`config.mk`:
```
export PLATFORM = sky130hd
export DESIGN_NAME = phy_rx_unstripe
export DESIGN_NICKNAME = d
export VERILOG_FILES = /design/src/rtl/phy_rx_unstripe.sv
export SDC_FILE = /design/constraint.sdc
export NUM_CORES = 1
export LEC_CHECK = 0
export ABC_AREA = 1
export BUFFER_PORTS_ARGS = -buffer_cell sky130_fd_sc_hd__buf_2
export CORE_MARGIN = 5
export CORE_UTILIZATION = 54
export CTS_CLUSTER_DIAMETER = 60
export CTS_CLUSTER_SIZE = 28
export DETAILED_ROUTE_END_ITERATION = 7
export GPL_TIMING_DRIVEN = 1
export PLACE_DENSITY = 0.83
export SYNTH_ARGS = -nofsm -noshare
export SYNTH_HDL_FRONTEND = slang
export SYNTH_SLANG_ARGS = --single-unit
```
`constraint.sdc`:
```
create_clock -name clk -period 1.96 [get_ports clk]
set_input_delay 0.098 -clock clk [delete_from_list [all_inputs] [get_ports clk]]
set_output_delay 0.098 -clock clk [all_outputs]
set_load 0.005 [all_outputs]
```
`src/rtl/phy_rx_unstripe.sv`:
```
// Receive-side lane un-striper: collects a serial byte stream into groups of four
// and emits them on four registered lane outputs, optionally flushing partial groups on gaps.
module phy_rx_unstripe #(
  parameter int DATA_W    = 8,
  parameter int GAP_FLUSH = 1
) (
  input  logic              clk,
  input  logic              reset,
  input  logic [DATA_W-1:0] data_in,
  input  logic              valid_in,
  output logic [DATA_W-1:0] data_out0,
  output logic [DATA_W-1:0] data_out1,
  output logic [DATA_W-1:0] data_out2,
  output logic [DATA_W-1:0] data_out3,
  output logic              valid_out0,
  output logic              valid_out1,
  output logic              valid_out2,
  output logic              valid_out3,
  output logic              err_partial,
  output logic [2:0]        dbg_state
);

  // Handshake: data_in is taken on every rising edge where valid_in=1; there is no
  // backpressure. valid_outN/err_partial are one-cycle strobes, data_outN hold between emits.
  typedef enum logic {
    S_IDLE    = 1'b0,
    S_COLLECT = 1'b1
  } state_t;

  state_t            r_state, w_state_nxt;
  logic [1:0]        r_ptr, w_ptr_nxt;
  logic [DATA_W-1:0] r_hold [3];
  logic [DATA_W-1:0] w_hold_nxt [3];
  logic [DATA_W-1:0] r_dout [4];
  logic [DATA_W-1:0] w_dout_nxt [4];
  logic [3:0]        r_vout, w_vout_nxt;
  logic              r_err, w_err_nxt;

  always_comb begin
    w_state_nxt = r_state;
    w_ptr_nxt   = r_ptr;
    w_hold_nxt  = r_hold;
    w_dout_nxt  = r_dout;
    w_vout_nxt  = 4'b0000;
    w_err_nxt   = 1'b0;
    case (r_state)
      S_IDLE: begin
        if (valid_in) begin
          w_hold_nxt[0] = data_in;
          w_ptr_nxt     = 2'd1;
          w_state_nxt   = S_COLLECT;
        end
      end
      S_COLLECT: begin
        if (valid_in) begin
          if (r_ptr == 2'd3) begin
            for (int i = 0; i < 3; i++) w_dout_nxt[i] = r_hold[i];
            w_dout_nxt[3] = data_in;
            w_vout_nxt    = 4'b1111;
            w_ptr_nxt     = 2'd0;
            w_state_nxt   = S_IDLE;
          end else begin
            for (int i = 0; i < 3; i++) begin
              if (r_ptr == 2'(i)) w_hold_nxt[i] = data_in;
            end
            w_ptr_nxt = r_ptr + 2'd1;
          end
        end else if (GAP_FLUSH != 0) begin
          // Only lanes below the pointer hold real bytes; the rest keep their old data.
          for (int i = 0; i < 3; i++) begin
            if (2'(i) < r_ptr) begin
              w_dout_nxt[i] = r_hold[i];
              w_vout_nxt[i] = 1'b1;
            end
          end
          w_err_nxt   = 1'b1;
          w_ptr_nxt   = 2'd0;
          w_state_nxt = S_IDLE;
        end
      end
      default: begin
        w_ptr_nxt   = 2'd0;
        w_state_nxt = S_IDLE;
      end
    endcase
  end

  always_ff @(posedge clk or negedge reset) begin
    if (!reset) begin
      r_state <= S_IDLE;
      r_ptr   <= 2'd0;
      for (int i = 0; i < 3; i++) r_hold[i] <= '0;
      for (int i = 0; i < 4; i++) r_dout[i] <= '0;
      r_vout  <= 4'b0000;
      r_err   <= 1'b0;
    end else begin
      r_state <= w_state_nxt;
      r_ptr   <= w_ptr_nxt;
      r_hold  <= w_hold_nxt;
      r_dout  <= w_dout_nxt;
      r_vout  <= w_vout_nxt;
      r_err   <= w_err_nxt;
    end
  end

  assign data_out0   = r_dout[0];
  assign data_out1   = r_dout[1];
  assign data_out2   = r_dout[2];
  assign data_out3   = r_dout[3];
  assign valid_out0  = r_vout[0];
  assign valid_out1  = r_vout[1];
  assign valid_out2  = r_vout[2];
  assign valid_out3  = r_vout[3];
  assign err_partial = r_err;
  assign dbg_state   = {r_state, r_ptr};

endmodule
```
Yosys cells after proc, flatten, opt, wreduce, memory -nomap -nowiden

Index checks and enable logic that the tools add are counted.

Add/subtract/negate cells: 1
Order comparisons: 3
Eq/ne operators: 8
Muxes and demuxes: 29
Bitwise operators: 2
Reduce and logical (&&, ||, !) cells: 11

Operators by type and width:

| cell                | number |
|---|---|
| $mux 24             | 3 |
| $mux 8              | 7 |
| $mux 32             | 1 |
| $pmux 8 s2          | 1 |
| $reduce_and 3->1    | 4 |
| $reduce_and 4->1    | 3 |
| $mux 1              | 9 |
| $mux 4              | 2 |
| $mux 2              | 3 |
| $ne 2x2->1 const B  | 3 |
| $reduce_bool 2->1   | 3 |
| $eq 2x2->1 const B  | 2 |
| $lt 1x2->1 const A  | 2 |
| $ne 2x1->1 const B  | 2 |
| $pmux 2 s2          | 1 |
| $mux 3              | 1 |
| $add 2x1->2 const B | 1 |
| $eq 2x1->1 const B  | 1 |
| $logic_not 2->1     | 1 |
| $lt 2x2->1 const A  | 1 |
| $not 1->1           | 2 |
| $pmux 1 s2          | 1 |

Bits in registers: 64
Bits of input ports: 11
Output and inout port bits: 40

Logic depth before layout (Yosys ltp)

Gate-level depths: netlist of run 1.

Word-level depth: 5
Mapped depth: 7
Mapped depth without buffers: 7

Least setup slack after synthesis of run 1

No wires, ideal clock.

Path kind: register -> register
From: reg r_ptr[1]
To: reg r_hold[16] (netlist name)
Setup time: 0.138 ns
Arrival time: 1.255 ns
Path slack: 0.568 ns
Cell stages (with the launch flop): 7
Buffers on the path: 1
Period minus slack after synthesis: 1.392 ns
Cell sequence: dfrtp_1 ha_1 nand2_1 buf_2 nand3_1 nand2_1 o21ai_0

Word-level cells in the longest chain between the ends: 3

RTL lines:

| what                                                      | RTL line | source |
|---|---|---|
| start, declared                                           | 31       | `logic [1:0] r_ptr, w_ptr_nxt;` |
| start signal, assigned                                    | 98       | `r_ptr <= w_ptr_nxt;` |
| $eq 2x2->1 or $logic_not 2->1 (tied branches)             | 56, 64   |  |
| $ne 2x2->1 (no source line) or $ne 2x1->1 (tied branches) | -        |  |
| $reduce_and 4->1 (no source line) *                       | -        |  |
| end signal, assigned                                      | 99       | `r_hold <= w_hold_nxt;` |
| end, declared                                             | 32       | `logic [DATA_W-1:0] r_hold [3];` |

Mark *: on every way between the ends. The rest lies on a longest branch, timed or not.
A chain may end at the register's enable or synchronous reset.

Worst setup path after layout of run 1

From: reg r_ptr[1]
To: reg r_dout (netlist bit data_out1[1])

Word-level cells in the longest chain between the ends: 3

RTL lines:

| what                                                             | RTL line | source |
|---|---|---|
| $lt 1x2->1 or $eq 2x2->1 (tied branches)                         | 71, 56   |  |
| $reduce_bool 2->1 (no source line) or $ne 2x1->1 (tied branches) | -        |  |
| $reduce_and 3->1 (no source line) *                              | -        |  |
| end signal, assigned                                             | 100      | `r_dout <= w_dout_nxt;` |
| end, declared                                                    | 34       | `logic [DATA_W-1:0] r_dout [4];` |

Marked as above.

==> results by stage, run 1 <==
Worst setup path:
- The signal on the critical path passes through ha_1, nand2_1, inv_2, nand2_2, nand2_2, nand2_1, nand2_1.
- For flop-to-flop paths, the worst setup slack is 260 ps.
- The type of the worst setup path is reg2reg.
- The kind of cell adding the most delay to the critical path is simple AND/OR/NAND/NOR gates.
- Counting both buffers and inverters, the worst setup path holds a total of 1.
- The dominant cell type by count on the critical path is sky130_fd_sc_hd__nand2_1.
- The startpoint type of the worst setup path is a flip-flop.
- Data on the critical path arrives at its endpoint at between 1500 and 2000 ps.
- The startpoint of the worst-slack reg-to-reg timing path is r_ptr[1].
- The reg-to-reg critical path endpoint is data_out1[1].
- The critical path capture point type is a flip-flop.
- Of all nets on the critical path, the largest fanout is 19.
- Data on the critical path is required at its endpoint by 2180 ps.
- The logic depth of the worst path, buffers included is 7.
- On the critical path, the stage with the largest delay is an instance of sky130_fd_sc_hd__dfrtp_1.
- The delay contributed by the slowest stage of the critical path is around 480 ps.
- The count of cells along the worst register-to-register path is 7.

Timing:
- The largest clock skew in the final design is 6.54 ps.
- The worst-margin pin slew is 771 ps.
- The tightest slew margin relative to the limit is 48.6%.
- The number of pins exceeding their max-slew limit in the final report is 0.
- After layout, the minimum clock period comes to about 1700 ps.
- Setup repair after global routing left no endpoint under its margin.
- Timing would allow up to 588 MHz.
- The number of hold violations in the final report is 0.
- The share of the clock period used by the worst path is approximately 87%.
- The setup TNS is 0 ps.
- The number of setup violations in the final report is 0.
- The worst path meets setup with 260 ps of slack.

Route:
- The number of nets with antenna violations after routing is 0.
- The routed design has 5640 um of wire.
- The number of design-rule violations left by the first detailed-router iteration is 146.
- After detailed routing, the number of vias per cell comes to ~5.2.
- Dividing the detail-routed wire length by the instance count gives about 15 um.
- For this run, design rule violations remaining after detail routing come to 0.
- The pre-antenna-repair detailed-routing pass consisted of 4 iterations.
- The detailed router placed 2020 vias in this run.

Clocking:
- The TritonCTS clock tree is done.
- The clock root buffer is sky130_fd_sc_hd__clkbuf_8.
- In this run the post-CTS setup repair buffer count came out at 0.
- In this run, CTS created clock tree buffers numbering 9.
- The clock latency reported for the late side of the worst-skew pair is 340 ps.
- The number of clock sinks is 64.
- The maximum buffer depth of the clock tree is 2.
- The count of cells resized by post-cts repair is 0.
- The clock-pin slew reported for the worst setup and hold paths after clock tree synthesis is around 70 ps.
- The maximum level of the CTS H-tree is 3.

Global routing:
- The number of global-route vias before repair was 2075.
- The first global-routing pass estimated approximately 10000 um of wire.
- The initial antenna violation count came to 0.
- For this run, the total global-route usage over all layers was measured as 20.6%.
- The total overflow left after global routing is 0.
- The maximum number of pins on one net before global-route repair is 65.

Outcome:
- The flow ran to the end, and the final reports show no timing, DRC or antenna violations.

Die:
- The die footprint is 6270 um2.
- In this run the core area contains 25 standard-cell rows.
- In this run the standard cell core region covers 4690 um2.
- The number of placed I/O pins is about 50.
- The die is about 79 um tall.
- The starting density of the core is 55.1%.
- The die width is ~79 um.

Finish:
- The number of nets in the layout is 343.
- The number of antenna diodes in the final layout is 0.
- The synthesis-to-finish area growth is 17.3%.
- For this run, the number of standard cells in the final layout without fillers is 387.
- The fraction of layout cells with a size suffix above 1 is 23.7%.

Synthesis:
- The summed instance area of the synthesized netlist is 2580 um2.
- The synthesized design contains 64 register bits.
- The mean instance size in the synthesized netlist is 9.47 um2.
- Summing the sequential cell areas from Yosys gives 62.0% of the chip area.
- The number of enable-type register cells in the synthesized netlist is 0.
- After synthesis, the netlist uses 18 different library cells.
- In the synthesized netlist, the number of instances is 273.
- The total nets after synthesis is 288.
- The Yosys step of the flow raised 0 warnings.
- The most used flip-flop cell after synthesis is sky130_fd_sc_hd__dfrtp_1.
- The async set or reset register ratio after synthesis is 100%.

Place:
- The placed cell count is 370.
- Buffers placed on the I/O ports in this run total 50.
- The last weighted congestion value of the routability-driven placer is 0.802.
- Detailed placement ended at an HPWL of 3870 um.
- The pre-CTS setup slack is about 280 ps.

Hold path:
- The end point of the worst hold path is r_hold[15].
- In this run the most critical hold path is launched from data_in[7].
- The worst hold path passes through 3 cells.
- The kind of path behind the tightest hold check is in2reg.

Pwr:
- The static power due to leakage is between 1.5 and 2 nW.
- The net switching power is between 1 and 1.5 mW.
- In this run switching power makes up 31.8% of total power.
- The internal power of the cells totals roughly 2.7 mW.
- The power density over cell area is 1330 nW/um2.
- The combinational fraction of design power is 24.3%.
- The clock network accounts for 23.8% of the total power.
- The sequential fraction of design power is 51.9%.
- After layout, the design draws a total of 4.03 mW.
- The worst-case IR drop observed on VDD is 0.000732 V.

Flow run:
- Max-cap violations in this run came to 0.
how the worst max path moves through the flow:
stage / startpoint / endpoint / slack (ps)
final: r_ptr[1] / data_out1[1] / 260
after global routing: r_ptr[1] / data_out1[1] / 60
after CTS: r_ptr[1] / data_out1[1] / 260
after detailed placement: r_ptr[1] / data_out1[3] / 280
after global placement: r_ptr[1] / data_out1[5] / 370
after floorplan: r_ptr[1] / r_hold[16] / 570
synthesized netlist by cell type, types with 2 or more instances:
master	instances	share of area [%]
sky130_fd_sc_hd__buf_6	2	0.87
sky130_fd_sc_hd__dfrtp_1	64	62
sky130_fd_sc_hd__buf_2	5	0.97
sky130_fd_sc_hd__ha_1	4	1.9
sky130_fd_sc_hd__nand2_1	106	15
sky130_fd_sc_hd__nand3_2	3	1.2
sky130_fd_sc_hd__o21ai_0	17	3.3
sky130_fd_sc_hd__nand2_2	7	1.7
sky130_fd_sc_hd__inv_1	13	1.9
sky130_fd_sc_hd__buf_4	2	0.58
sky130_fd_sc_hd__inv_2	2	0.29
sky130_fd_sc_hd__nand3_1	42	8.1
final cells by class:
class	count	area, um2
clock buffer	13	149
clock inverter	3	17.5
fill	427	1660
inverter	15	56.3
multi-input combinational	185	865
sequential	64	1600
tap	54	67.6
timing repair buffer	53	275
state kept, by name, indices dropped and copies added (netlist names):
signal	count
data_out1	8
r_ptr	2
r_state	1
r_hold	24
data_out3	8
r_vout	4
data_out0	8
data_out2	8
err_partial	1
cells in the final DEF, fill, tap and decap left out, types with 2 or more instances in the layout:
cell,Yosys,layout
sky130_fd_sc_hd__clkinv_2,0,2
sky130_fd_sc_hd__inv_1,13,13
sky130_fd_sc_hd__nand2_2,7,7
sky130_fd_sc_hd__dfrtp_1,64,64
sky130_fd_sc_hd__nand3_1,42,42
sky130_fd_sc_hd__nand3_2,3,3
sky130_fd_sc_hd__buf_2,5,50
sky130_fd_sc_hd__o21ai_0,17,17
sky130_fd_sc_hd__clkbuf_1,0,3
sky130_fd_sc_hd__inv_2,2,2
sky130_fd_sc_hd__nand2_1,106,106
sky130_fd_sc_hd__clkbuf_8,0,10
sky130_fd_sc_hd__buf_4,2,2
sky130_fd_sc_hd__ha_1,4,4
stage by stage:
| step | util (%) | hold WS, ps | cell area [um2] |
|---|---|---|---|
| 2_1_floorplan | - | -198 | 2580 |
| 3_5_place_dp | 60.9 | 305 | 2860 |
| 5_1_grt | 64.6 | 50.4 | 3030 |
| 4_1_cts | 64.6 | 47.6 | 3030 |
| 6_report | 64.6 | 55.6 | 3030 |
| 3_3_place_gp | 60.9 | 299 | 2860 |
worst reg2reg max path, delay by kind of cell (launching register included):
family | cells | cell delay (ps)
flip-flops | 1 | 480
buffers and inverters | 1 | 100
adder cells (fa/ha/maj) | 1 | 220
AND/OR/NAND/NOR | 5 | 780
routing by layer:
metal	up-vias	share of wire (%)	track usage, %
li1	983	-	-
met1	965	44	26.5
met2	60	47	31.1
met3	12	6.2	5.67
met4	0	2.4	12.2
met5	-	0	0
power groups by stage:
stage	Clock (mW)	Combinational [mW]	Sequential (mW)
floorplan	0	0.495	2.09
detailed placement	0	0.996	2.11
global placement	0	0.950	2.09
finish	0.962	0.978	2.09
CTS	0.978	1.00	2.09
global route	1.05	1.13	2.15
cell families after synthesis:
kind of cell / Yosys count / share of synthesized area, %
simple gates: 161 / 27.5
buf+inv: 24 / 4.60
flops: 64 / 62.0
compound gates: 20 / 3.97
fa+ha+maj: 4 / 1.94
what timing repair did:
action | 4_1_cts | 5_1_grt
endpoints found under the setup margin | 0 | 0
hold endpoints to repair | 64 | 0
hold buffers | 1 | 0
(Power assumes the default switching activity.)
==> run 2, diff against run 1 <==
- REMOVE_ABC_BUFFERS: not set -> 1
==> run 2 against run 1 <==
  * Via count decreased by 1.3%
  * Total power decreased by 0.95%
  * Die area did not move
  * Largest power group unchanged
  * Count of clock-buffer cells in the layout fell by 1
  * Sequential share of layout area is 0.11 points lower
  * Maximum frequency up 4.3%
  * Flip-flop and latch count unchanged
==> results by stage, run 2 (same netlist as run 1, synthesis figures left out) <==
Finish:
- The number of nets in the layout is 344 (+0.29%).
- The synthesis-to-finish area growth is 17.5%.
- The number of non-filler instances in the completed layout was 388 (+0.26%).
- The flip-flop count of the largest register after layout is 24 (unchanged).
- The antenna diode instance count was 0 (unchanged).
- More flip-flops sit in one register than any other, and that register is r_hold.
- In the layout the commonest cells are sky130_fd_sc_hd__nand2_1 (106), sky130_fd_sc_hd__dfrtp_1 (64), sky130_fd_sc_hd__buf_2 (50), sky130_fd_sc_hd__nand3_1 (42), sky130_fd_sc_hd__o21ai_0 (17).
- The most common cell after layout, fill and taps aside is sky130_fd_sc_hd__nand2_1.
- The fraction of layout cells with a size suffix above 1 was 24.3% (+0.53 points).

Die:
- The core area was 4690 um2 (unchanged).
- The number of placed I/O pins is 51 (unchanged).
- The die width is 79.2 um (unchanged).
- The die footprint is 6270 um2 (unchanged).
- The starting density of the core is 55.1% (unchanged).
- The height of the chip is 79.2 um (unchanged).
- The number of rows in the core area is 25 (unchanged).

Route:
- The wire length per cell after detailed routing was 13.7 um (-6.2%).
- The routed via count is 1993 (-1.3%).
- The count of TritonRoute iterations in the first routing pass is 4 (unchanged).
- The ratio of routed vias to standard cells is 5.14 (-1.6%).
- The detailed-route wire length came to 5310 um (-6.0%).
- The remaining routing DRC violations came to 0 (unchanged).
- The number of design-rule violations left by the first detailed-router iteration came to 115 (-21%).
- The number of nets with antenna violations after routing came to 0 (unchanged).

Global routing:
- The first-pass GRT wire length came to 9140 um (-6.7%).
- The maximum number of pins on one net before global-route repair was 65 (unchanged).
- The number of global-route vias before repair is 2033 (-2.0%).
- The leftover overflow at the end of global routing came to 0 (unchanged).
- The initial antenna violation count is 0 (unchanged).
- The total routing resource utilization after global routing was 19.3% (-1.3 points).

Clocking:
- The post-CTS setup repair buffer count came to 0 (unchanged).
- The tree is rooted in a sky130_fd_sc_hd__clkbuf_8.
- TritonCTS built the clock tree.
- The number of clock buffers inserted by TritonCTS is 9 (unchanged).
- The number of clock sinks is 64 (unchanged).
- The clock-pin slew reported for the worst setup and hold paths after clock tree synthesis is 60 ps (about the same).
- The clock latency reported for the late side of the worst-skew pair was 330 ps (about the same).
- The maximum buffer depth of the clock tree was 2 (unchanged).
- The maximum level of the CTS H-tree is 3 (unchanged).

Worst setup path:
- The required time of the critical path is 2180 ps (about the same).
- The worst setup path is launched from a flip-flop.
- The maximum fanout along the worst path is 19 (unchanged).
- The count of cells along the worst register-to-register path is 7 (unchanged).
- Among all stages on the critical path, the largest delay is contributed by sky130_fd_sc_hd__dfrtp_1.
- Counting stages on the worst path, the most repeated cell is sky130_fd_sc_hd__nand2_1.
- The signal on the critical path passes through ha_1, nand2_1, inv_2, nand2_2, nand2_2, nand2_1, nand2_1.
- The critical path capture point type is a flip-flop.
- The type of the worst setup path is reg2reg.
- The delay contributed by the slowest stage of the critical path is 470 ps (about the same).
- The data arrival time of the critical path is 1850 ps (-70 ps).

Pwr:
- The power density over cell area is 1310 nW/um2 (-1.2%).
- The maximum vdd ir drop is 0.000716 V (-2.3%).
- The switching part of the total was 31.3% (-0.56 points).
- The internal power is 2.74 mW (-0.14%).
- The clock network fraction of total power came to 23.8% (about the same).
- The net switching power is 1.25 mW (-2.7%).
- The static power due to leakage was 1.73 nW (+0.66%).
- The sequential fraction of design power came to 51.9% (about the same).
- The power consumption is 3.99 mW (-0.95%).
- The combinational fraction of design power is 24.4% (about the same).

Timing:
- The number of hold violations in the final report is 0 (unchanged).
- The number of pins exceeding their max-slew limit in the final report is 0 (unchanged).
- Setup repair after global routing left no endpoint under its margin.
- The worst-margin pin slew was 764 ps (-6.91 ps).
- The maximum clock rate is 613 MHz (+4.3%).
- The tightest slew margin relative to the limit was 49.1% (+0.46 points).
- The number of setup violations in the final report is 0 (unchanged).
- The worst hold-check slack is 65.9 ps (+10.3 ps).
- The share of the clock period used by the worst path is 83.2% (-3.6 points).
- The final critical delay including setup and external delays is 1630 ps (-70.1 ps).
- The setup TNS was 0 ps (unchanged).
- The largest clock skew in the final design is 5.66 ps (-0.884 ps).

Place:
- The placed cell count was 371 (+0.27%).
- The total of buffers placed on input and output ports is 50 (unchanged).
- The HPWL reported at the end of detailed placement was 3680 um (-4.8%).
- The last weighted congestion value of the routability-driven placer was 0.818 (+2.0%).

Outcome:
- The run finished with clean final reports.

Hold path:
- The number of stages on the worst hold path is 3 (unchanged).
- The kind of path behind the tightest hold check is in2reg.

Flow run:
- The number of maximum-capacitance violations was 0 (unchanged).
-- run 2: cell types whose count changed in the layout (fill, tap and decap cells not counted) --
| cell | previous run | this run |
|---|---|---|
| sky130_fd_sc_hd__clkbuf_1 | 3 | 2 |
| sky130_fd_sc_hd__clkinvlp_4 | 1 | 0 |
| sky130_fd_sc_hd__buf_4 | 2 | 3 |
| sky130_fd_sc_hd__clkinv_2 | 2 | 4 |
-- run 2: path summary, 6_finish.rpt --
kind,from,to,slack [ps]
max in group asynchronous,reset,r_ptr[0],1000
setup reg to reg,r_ptr[1],data_out0[3],330
hold / removal,data_in[1],r_hold[9],70
hold reg to reg,r_hold[16],data_out0[0],470
setup / recovery,r_ptr[1],data_out0[3],330
min in group asynchronous,reset,data_out0[1],460
-- run 2: metal layers --
metal	track usage [%]	wire (um)	part of all wire, %	vias to the layer above
li1	-	-	-	990
met1	25.2	2380	45	917
met2	28.4	2370	45	75
met3	5.90	445	8.4	11
met4	11.5	111	2.1	0
met5	0	0	0	-
-- run 2: timing repair --
item,CTS,global route
gates resized for setup,0,0
hold buffers,1,0
hold endpoints to repair,64,0
-- run 2: power by group through the flow --
stage / Sequential [mW] / Combinational (mW) / Clock, mW
2_1_floorplan: 2.09 / 0.474 / 0
3_5_place_dp: 2.09 / 0.992 / 0
3_3_place_gp: 2.08 / 0.953 / 0
6_report: 2.07 / 0.973 / 0.949
4_1_cts: 2.07 / 0.998 / 0.978
5_1_grt: 2.14 / 1.12 / 1.04
-- run 2: stage by stage --
| stage | utilization, % | setup WS (ps) | instance area [um2] |
|---|---|---|---|
| after CTS | 64.7 | 342 | 3040 |
| final | 64.7 | 330 | 3040 |
| after global routing | 64.7 | 157 | 3040 |
| after global placement | 61.0 | 409 | 2860 |
| after detailed placement | 61.0 | 366 | 2860 |
| after floorplan | - | 364 | 2520 |
-- run 2: cell type report --
cell class,count,area (um2)
clock inverters,4,20.0
clock buffers,12,145
repair buffers,54,283
flip-flops and latches,64,1600
inverters,15,56.3
well taps,54,67.6
multi-input cells,185,865
fillers,395,1650
-- run 2: worst max-delay path: cells and delay by family, from the launching register on --
family                     cells  cell delay, ps
adders and majority gates      1             210
buffers and inverters          1              90
DFF                            1             470
and+or+nand+nor                5             740
